**src/rtl/spi_master_ctrl.sv**
```systemverilog
// spi_master_ctrl: host-request to SPI-frame controller for a serial RAM slave.
//   A write sends {00,addr} then {01,wdata}; a read sends {10,addr} then {11,8'h00},
//   keeps SS_n low through a turnaround, and shifts 8 MISO bits MSB first.
//   Each frame is a command-select bit (cmd[1]) followed by 10 frame bits MSB first.
// Parameters:
//   GAP_CYCLES     SS_n-high cycles between the address and data frames (1..15)
//   RD_TURNAROUND  cycles between the last read-data frame bit and the first MISO sample (0..7)
// Optional feature (macro SPI_MASTER_CTRL_ADDR_CACHE_EN):
//   caches the last-sent write and read addresses; a repeated address skips its address frame.
// Ports:
//   clk, rst_n                         clock, asynchronous active-low reset
//   req_valid/req_ready                request handshake (ready only in IDLE)
//   req_wr, req_addr, req_wdata        request fields, captured at acceptance
//   rsp_valid, rsp_rdata               one-cycle completion pulse and read data (0 for writes)
//   SS_n, MOSI, MISO                   SPI slave select, serial out, serial in
module spi_master_ctrl #(
    parameter int unsigned GAP_CYCLES    = 1,
    parameter int unsigned RD_TURNAROUND = 2
) (
    input  logic       clk,
    input  logic       rst_n,
    input  logic       req_valid,
    output logic       req_ready,
    input  logic       req_wr,
    input  logic [7:0] req_addr,
    input  logic [7:0] req_wdata,
    output logic       rsp_valid,
    output logic [7:0] rsp_rdata,
    output logic       SS_n,
    output logic       MOSI,
    input  logic       MISO
);

    localparam int unsigned CNT_W      = 4;
    localparam int unsigned FRAME_LAST = 10;
    localparam int unsigned RX_LAST    = 7;

    typedef enum logic [2:0] {
        ST_IDLE,
        ST_FRAME,
        ST_GAP,
        ST_TURN,
        ST_RX,
        ST_DONE
    } state_e;

    state_e             state_q, state_d;
    logic [CNT_W-1:0]   cnt_q, cnt_d;
    logic               data_ph_q, data_ph_d;
    logic               wr_q, wr_d;
    logic [7:0]         addr_q, addr_d;
    logic [7:0]         wdata_q, wdata_d;
    logic [7:0]         shift_q, shift_d;
    logic [7:0]         rdata_q, rdata_d;
    logic               ready_q, ready_d;
    logic               valid_q, valid_d;
    logic               ss_n_q, ss_n_d;
    logic               mosi_q, mosi_d;
    logic [7:0]         payload;
    logic [10:0]        frame_seq;

`ifdef SPI_MASTER_CTRL_ADDR_CACHE_EN
    logic [7:0]         wa_q, wa_d;
    logic               wa_vld_q, wa_vld_d;
    logic [7:0]         ra_q, ra_d;
    logic               ra_vld_q, ra_vld_d;
`endif

    // State and output registers; outputs are registered from next-state values
    // so they line up with the state they belong to.
    always_ff @(posedge clk or negedge rst_n) begin
        if (!rst_n) begin
            state_q   <= ST_IDLE;
            cnt_q     <= '0;
            data_ph_q <= 1'b0;
            wr_q      <= 1'b0;
            addr_q    <= '0;
            wdata_q   <= '0;
            shift_q   <= '0;
            rdata_q   <= '0;
            ready_q   <= 1'b0;
            valid_q   <= 1'b0;
            ss_n_q    <= 1'b1;
            mosi_q    <= 1'b0;
`ifdef SPI_MASTER_CTRL_ADDR_CACHE_EN
            wa_q      <= '0;
            wa_vld_q  <= 1'b0;
            ra_q      <= '0;
            ra_vld_q  <= 1'b0;
`endif
        end else begin
            state_q   <= state_d;
            cnt_q     <= cnt_d;
            data_ph_q <= data_ph_d;
            wr_q      <= wr_d;
            addr_q    <= addr_d;
            wdata_q   <= wdata_d;
            shift_q   <= shift_d;
            rdata_q   <= rdata_d;
            ready_q   <= ready_d;
            valid_q   <= valid_d;
            ss_n_q    <= ss_n_d;
            mosi_q    <= mosi_d;
`ifdef SPI_MASTER_CTRL_ADDR_CACHE_EN
            wa_q      <= wa_d;
            wa_vld_q  <= wa_vld_d;
            ra_q      <= ra_d;
            ra_vld_q  <= ra_vld_d;
`endif
        end
    end

    // Next-state, datapath and output decode.
    always_comb begin
        state_d   = state_q;
        cnt_d     = cnt_q;
        data_ph_d = data_ph_q;
        wr_d      = wr_q;
        addr_d    = addr_q;
        wdata_d   = wdata_q;
        shift_d   = shift_q;
        rdata_d   = rdata_q;
`ifdef SPI_MASTER_CTRL_ADDR_CACHE_EN
        wa_d      = wa_q;
        wa_vld_d  = wa_vld_q;
        ra_d      = ra_q;
        ra_vld_d  = ra_vld_q;
`endif

        case (state_q)
            ST_IDLE: begin
                if (req_valid && ready_q) begin
                    state_d   = ST_FRAME;
                    cnt_d     = '0;
                    wr_d      = req_wr;
                    addr_d    = req_addr;
                    wdata_d   = req_wdata;
                    data_ph_d = 1'b0;
`ifdef SPI_MASTER_CTRL_ADDR_CACHE_EN
                    // A hit on the same-type cached address starts at the data frame.
                    if (req_wr) begin
                        if (wa_vld_q && (wa_q == req_addr)) begin
                            data_ph_d = 1'b1;
                        end else begin
                            wa_d     = req_addr;
                            wa_vld_d = 1'b1;
                        end
                    end else begin
                        if (ra_vld_q && (ra_q == req_addr)) begin
                            data_ph_d = 1'b1;
                        end else begin
                            ra_d     = req_addr;
                            ra_vld_d = 1'b1;
                        end
                    end
`endif
                end
            end
            ST_FRAME: begin
                if (cnt_q == CNT_W'(FRAME_LAST)) begin
                    cnt_d = '0;
                    if (!data_ph_q) begin
                        state_d = ST_GAP;
                    end else if (wr_q) begin
                        state_d = ST_DONE;
                        rdata_d = '0;
                    end else if (RD_TURNAROUND == 0) begin
                        state_d = ST_RX;
                    end else begin
                        state_d = ST_TURN;
                    end
                end else begin
                    cnt_d = cnt_q + CNT_W'(1);
                end
            end
            ST_GAP: begin
                if (cnt_q == CNT_W'(GAP_CYCLES - 1)) begin
                    state_d   = ST_FRAME;
                    cnt_d     = '0;
                    data_ph_d = 1'b1;
                end else begin
                    cnt_d = cnt_q + CNT_W'(1);
                end
            end
            ST_TURN: begin
                if (cnt_q == CNT_W'(RD_TURNAROUND - 1)) begin
                    state_d = ST_RX;
                    cnt_d   = '0;
                end else begin
                    cnt_d = cnt_q + CNT_W'(1);
                end
            end
            ST_RX: begin
                shift_d = {shift_q[6:0], MISO};
                if (cnt_q == CNT_W'(RX_LAST)) begin
                    state_d = ST_DONE;
                    cnt_d   = '0;
                    rdata_d = shift_d;
                end else begin
                    cnt_d = cnt_q + CNT_W'(1);
                end
            end
            ST_DONE: begin
                state_d = ST_IDLE;
            end
            default: begin
                state_d = ST_IDLE;
            end
        endcase

        // Serial sequence: select bit (cmd[1]) then {cmd, payload} MSB first.
        payload   = data_ph_d ? (wr_d ? wdata_d : 8'h00) : addr_d;
        frame_seq = {~wr_d, ~wr_d, data_ph_d, payload};

        ready_d = (state_d == ST_IDLE);
        valid_d = (state_d == ST_DONE);
        ss_n_d  = !(state_d inside {ST_FRAME, ST_TURN, ST_RX});
        mosi_d  = (state_d == ST_FRAME) ? frame_seq[CNT_W'(FRAME_LAST) - cnt_d] : 1'b0;
    end

    assign req_ready = ready_q;
    assign rsp_valid = valid_q;
    assign rsp_rdata = rdata_q;
    assign SS_n      = ss_n_q;
    assign MOSI      = mosi_q;

endmodule

```
**config.mk**
```make
export PLATFORM = sky130hd
export DESIGN_NAME = spi_master_ctrl
export DESIGN_NICKNAME = d
export VERILOG_FILES = /design/src/rtl/spi_master_ctrl.sv
export SDC_FILE = /design/constraint.sdc
export NUM_CORES = 1
export LEC_CHECK = 0
export CAP_MARGIN = 20
export CORE_AREA = 8 8 89 59
export DETAILED_ROUTE_END_ITERATION = 6
export DIE_AREA = 0 0 97 67
export PLACE_DENSITY = 0.84
export SYNTH_ARGS = -nofsm -noshare
export SYNTH_HDL_FRONTEND = slang
export SYNTH_SLANG_ARGS = --single-unit
```
**constraint.sdc**
```tcl
create_clock -name clk -period 6.7 [get_ports clk]
set_clock_uncertainty 0.05 [all_clocks]
set_input_delay 1.34 -clock clk [delete_from_list [all_inputs] [get_ports clk]]
set_output_delay 1.34 -clock clk [all_outputs]
set_load 0.02 [all_outputs]
```
==> metrics.json <==
{
  "cts.repair_timing.setup_buffer_count": 0,
  "vdd.ir_drop.worst_v": 0.000324,
  "antennaDiodeCount": 0,
  "grt_overflow": 0,
  "worstPathArrival_ps": 4110,
  "worst-slew-pin-transition_ps": 934,
  "critical_path.most_common_cell": "nand2_1",
  "setup.reg_to_reg.worst_slack_ps": 2870,
  "fp.coreArea_um2": 3940,
  "synth.cells.most_frequent": "nand2_1, dfrtp_1, o21ai_0",
  "cts-hold-fix-buffers": 0,
  "worstPathMaxFanout": 10,
  "syn2layout_area_growth_pct": 20.1,
  "critPathBufInv": 1,
  "reg2reg_depth": 14,
  "synth.yosys.seq_area_share_pct": 49.5,
  "io_buffer_count": 32,
  "pwr-share-seq_pct": 33.5,
  "floorplan.die.height_um": 67,
  "min_path_type": "reg2reg",
  "synth_ff_type": "dfrtp_1",
  "grt_use_total_pct": 15.0,
  "cpPeakStageDelay_ps": 530,
  "ys_ff_latch": 44,
  "achievable-frequency_mhz": 252,
  "comb_power_share_pct": 51.4,
  "kind_of_critical_path": "in2reg",
  "synthDominantAreaCellType": "dfrtp_1",
  "num_ports": 33,
  "layout.core_utilization_pct": 67.9,
  "netlist_area_um2": 2230,
  "synth_cells": 238,
  "drt_drc_violations_left": 0,
  "endpoint_kind": "flip-flop",
  "rsz_0062_raised_after_global_routing": "false",
  "worstReg2RegEnd": "MOSI",
  "r2r-start": "cnt_q[0]",
  "setup_viol_count_final": 0,
  "min_path_cells": 2,
  "ys_async_sr_fraction_pct": 100,
  "clock_net_sink_count": 44,
  "fp.dieArea_um2": 6500,
  "grt_max_degree": 45,
  "post-dp-hpwl_um": 3410,
  "timing.final.crit_share_pct": 59.3,
  "clk-insertion-delay-late_ps": 290,
  "cellPowerDensity_nw_per_um2": 510,
  "dieWidth_um": 97,
  "initial_utilization_pct": 56.5,
  "synthesis.area_per_instance_um2": 9.36,
  "clkPwrFrac_pct": 15.1,
  "path_cells": "clkdlybuf4s50_1, nand2_1, nand2_1, nand2_1, a221o_1, ha_1, mux2_2, mux2i_1, o221ai_1, and4_1, a21o_1",
  "rows": 18,
  "hold_viol_final": 0,
  "critPathTopFamily": "compound AO/OA/AOI/OAI gates",
  "yosysWarnings": 0,
  "grt_first_pass_wirelength_um": 7960,
  "via_per_inst": 5.43,
  "number_of_distinct_library_cells_after_synthesis": 45,
  "number_of_placed_cells_counting_well_taps": 312,
  "first_global_vias": 1665,
  "clockBufferDepth": 2,
  "antenna_violating_nets_post_route": 0,
  "cts_buffers": 5,
  "hold_end": "addr_q[4]",
  "synthTopCellsByArea": "dfrtp_1, nand2_1, mux2_2, mux2i_1, ha_1",
  "yosys.area.top_type_share_pct": 48.3,
  "clk_transition_reported_paths_ps": 90,
  "slew-limit-headroom_pct": 37.7,
  "cts-root-buf": "clkbuf_8",
  "required_ps": 6840,
  "route.detailed.wl_per_inst_um": 14.8,
  "tritoncts": "done",
  "max_cap_viol_count": 0,
  "sw_frac_of_total_pct": 39.7,
  "drt_pass1_iterations": 4,
  "startpoint_type": "input port",
  "drv_slew": 0,
  "run_status": "finished, final reports clean",
  "htree_levels": 2,
  "synthesized_netlist_net_count": 264,
  "final_critical_delay_including_setup_and_external_delays_ps": 3970,
  "synth_edf_count": 0,
  "leakage_uw": 0.00129,
  "drt_wl_total_um": 4730,
  "post_cts_resized": 0,
  "worstHoldStart": "addr_q[4]",
  "vias": 1739,
  "timing.critical_path.slowest_stage_cell": "ha_1",
  "final.setup.worst_slack_ps": 2730,
  "p_int_uw": 822,
  "synth.most_common_cell": "nand2_1",
  "power.switching_uw": 542,
  "place_worst_setup_slack_ps": 2430,
  "drt_iter0_drc": 171,
  "drive_gt1_share_pct": 11.1,
  "fin_nets": 295,
  "gp_congestion": 0.864,
  "instances_no_fill": 320,
  "antenna_violations_before_repair": 0,
  "timing.setup.tns_ps": 0
}
worst register-to-register path: cells and delay by family (launching register included):
kind,cells,cell delay [ps]
AO/OA/AOI/OAI,4,930
adder cells (fa/ha/maj),2,760
buffers and inverters,2,310
flip-flops,1,480
multiplexers,2,530
AND/OR/NAND/NOR,4,690
cell usage in the layout, fill, tap and decap left out, types with 3 or more instances in the layout:
cell             netlist  final
nor3_1                 3      3
nor2_1                 7      7
nand3b_1               3      3
o21ai_0               12     12
mux2_2                 8      8
mux2i_1                7      7
ha_1                   5      5
clkbuf_8               0      5
inv_1                  6      6
a21oi_1                7      7
dfrtp_1               43     43
nand3_1                3      3
clkdlybuf4s50_1        0     31
nand2_1               91     91
through the flow:
stage	area, um2	hold slack (ps)	power (uW)
final	2680	423	1360
after global routing	2680	457	1460
after CTS	2680	429	1370
after detailed placement	2560	409	1160
after global placement	2560	400	1120
after floorplan	2230	386	977
sequential cells by signal, summed over array words and instances, names as in the netlist, 3 cells and up:
name,flops
wdata_q,8
rsp_rdata,8
addr_q,8
state_q,3
cnt_q,4
shift_q,7
power groups by stage:
| stage | Clock [uW] | Sequential (uW) | Combinational, uW |
|---|---|---|---|
| floorplan | 0 | 467 | 510 |
| detailed placement | 0 | 459 | 697 |
| global route | 225 | 471 | 764 |
| CTS | 212 | 456 | 700 |
| finish | 206 | 457 | 701 |
| global placement | 0 | 454 | 668 |
layout make-up:
type | instances | area, um2
clock inverter | 3 | 46.3
inverter | 7 | 26.3
sequential | 44 | 1100
tap | 50 | 62.6
fill | 301 | 1270
multi-input combinational | 178 | 1050
timing repair buffer | 33 | 323
clock buffer | 5 | 68.8
worst max path at each step:
stage,start,end,slack (ps),depth (start not counted)
floorplan,req_valid,MOSI,3270,11
global placement,req_valid,MOSI,2540,11
detailed placement,req_valid,MOSI,2430,12
CTS,req_valid,MOSI,2740,11
global route,req_valid,MOSI,2580,12
finish,req_valid,MOSI,2730,11
metal layers:
layer  global-route usage [%]  vias up  share of wire, %
met2                     23.3       54                44
met1                     19.8      825                48
met4                     5.14        0               1.1
met5                        0        -                 0
met3                     4.44        6               7.3
li1                         -      854                 -
logic make-up (layout without fill, tap and decap cells):
logic type | after synthesis | count (layout) | synth area share [%]
flip-flops | 44 | 44 | 49.5
multiplexers | 15 | 15 | 7.19
adder cells (fa/ha/maj) | 5 | 5 | 2.81
AO/OA/AOI/OAI | 33 | 33 | 10.1
AND/OR/NAND/NOR | 122 | 122 | 24.8
buffers and inverters | 16 | 48 | 3.54
XOR/XNOR | 3 | 3 | 2.02
Power figures use the tool's default switching activity.
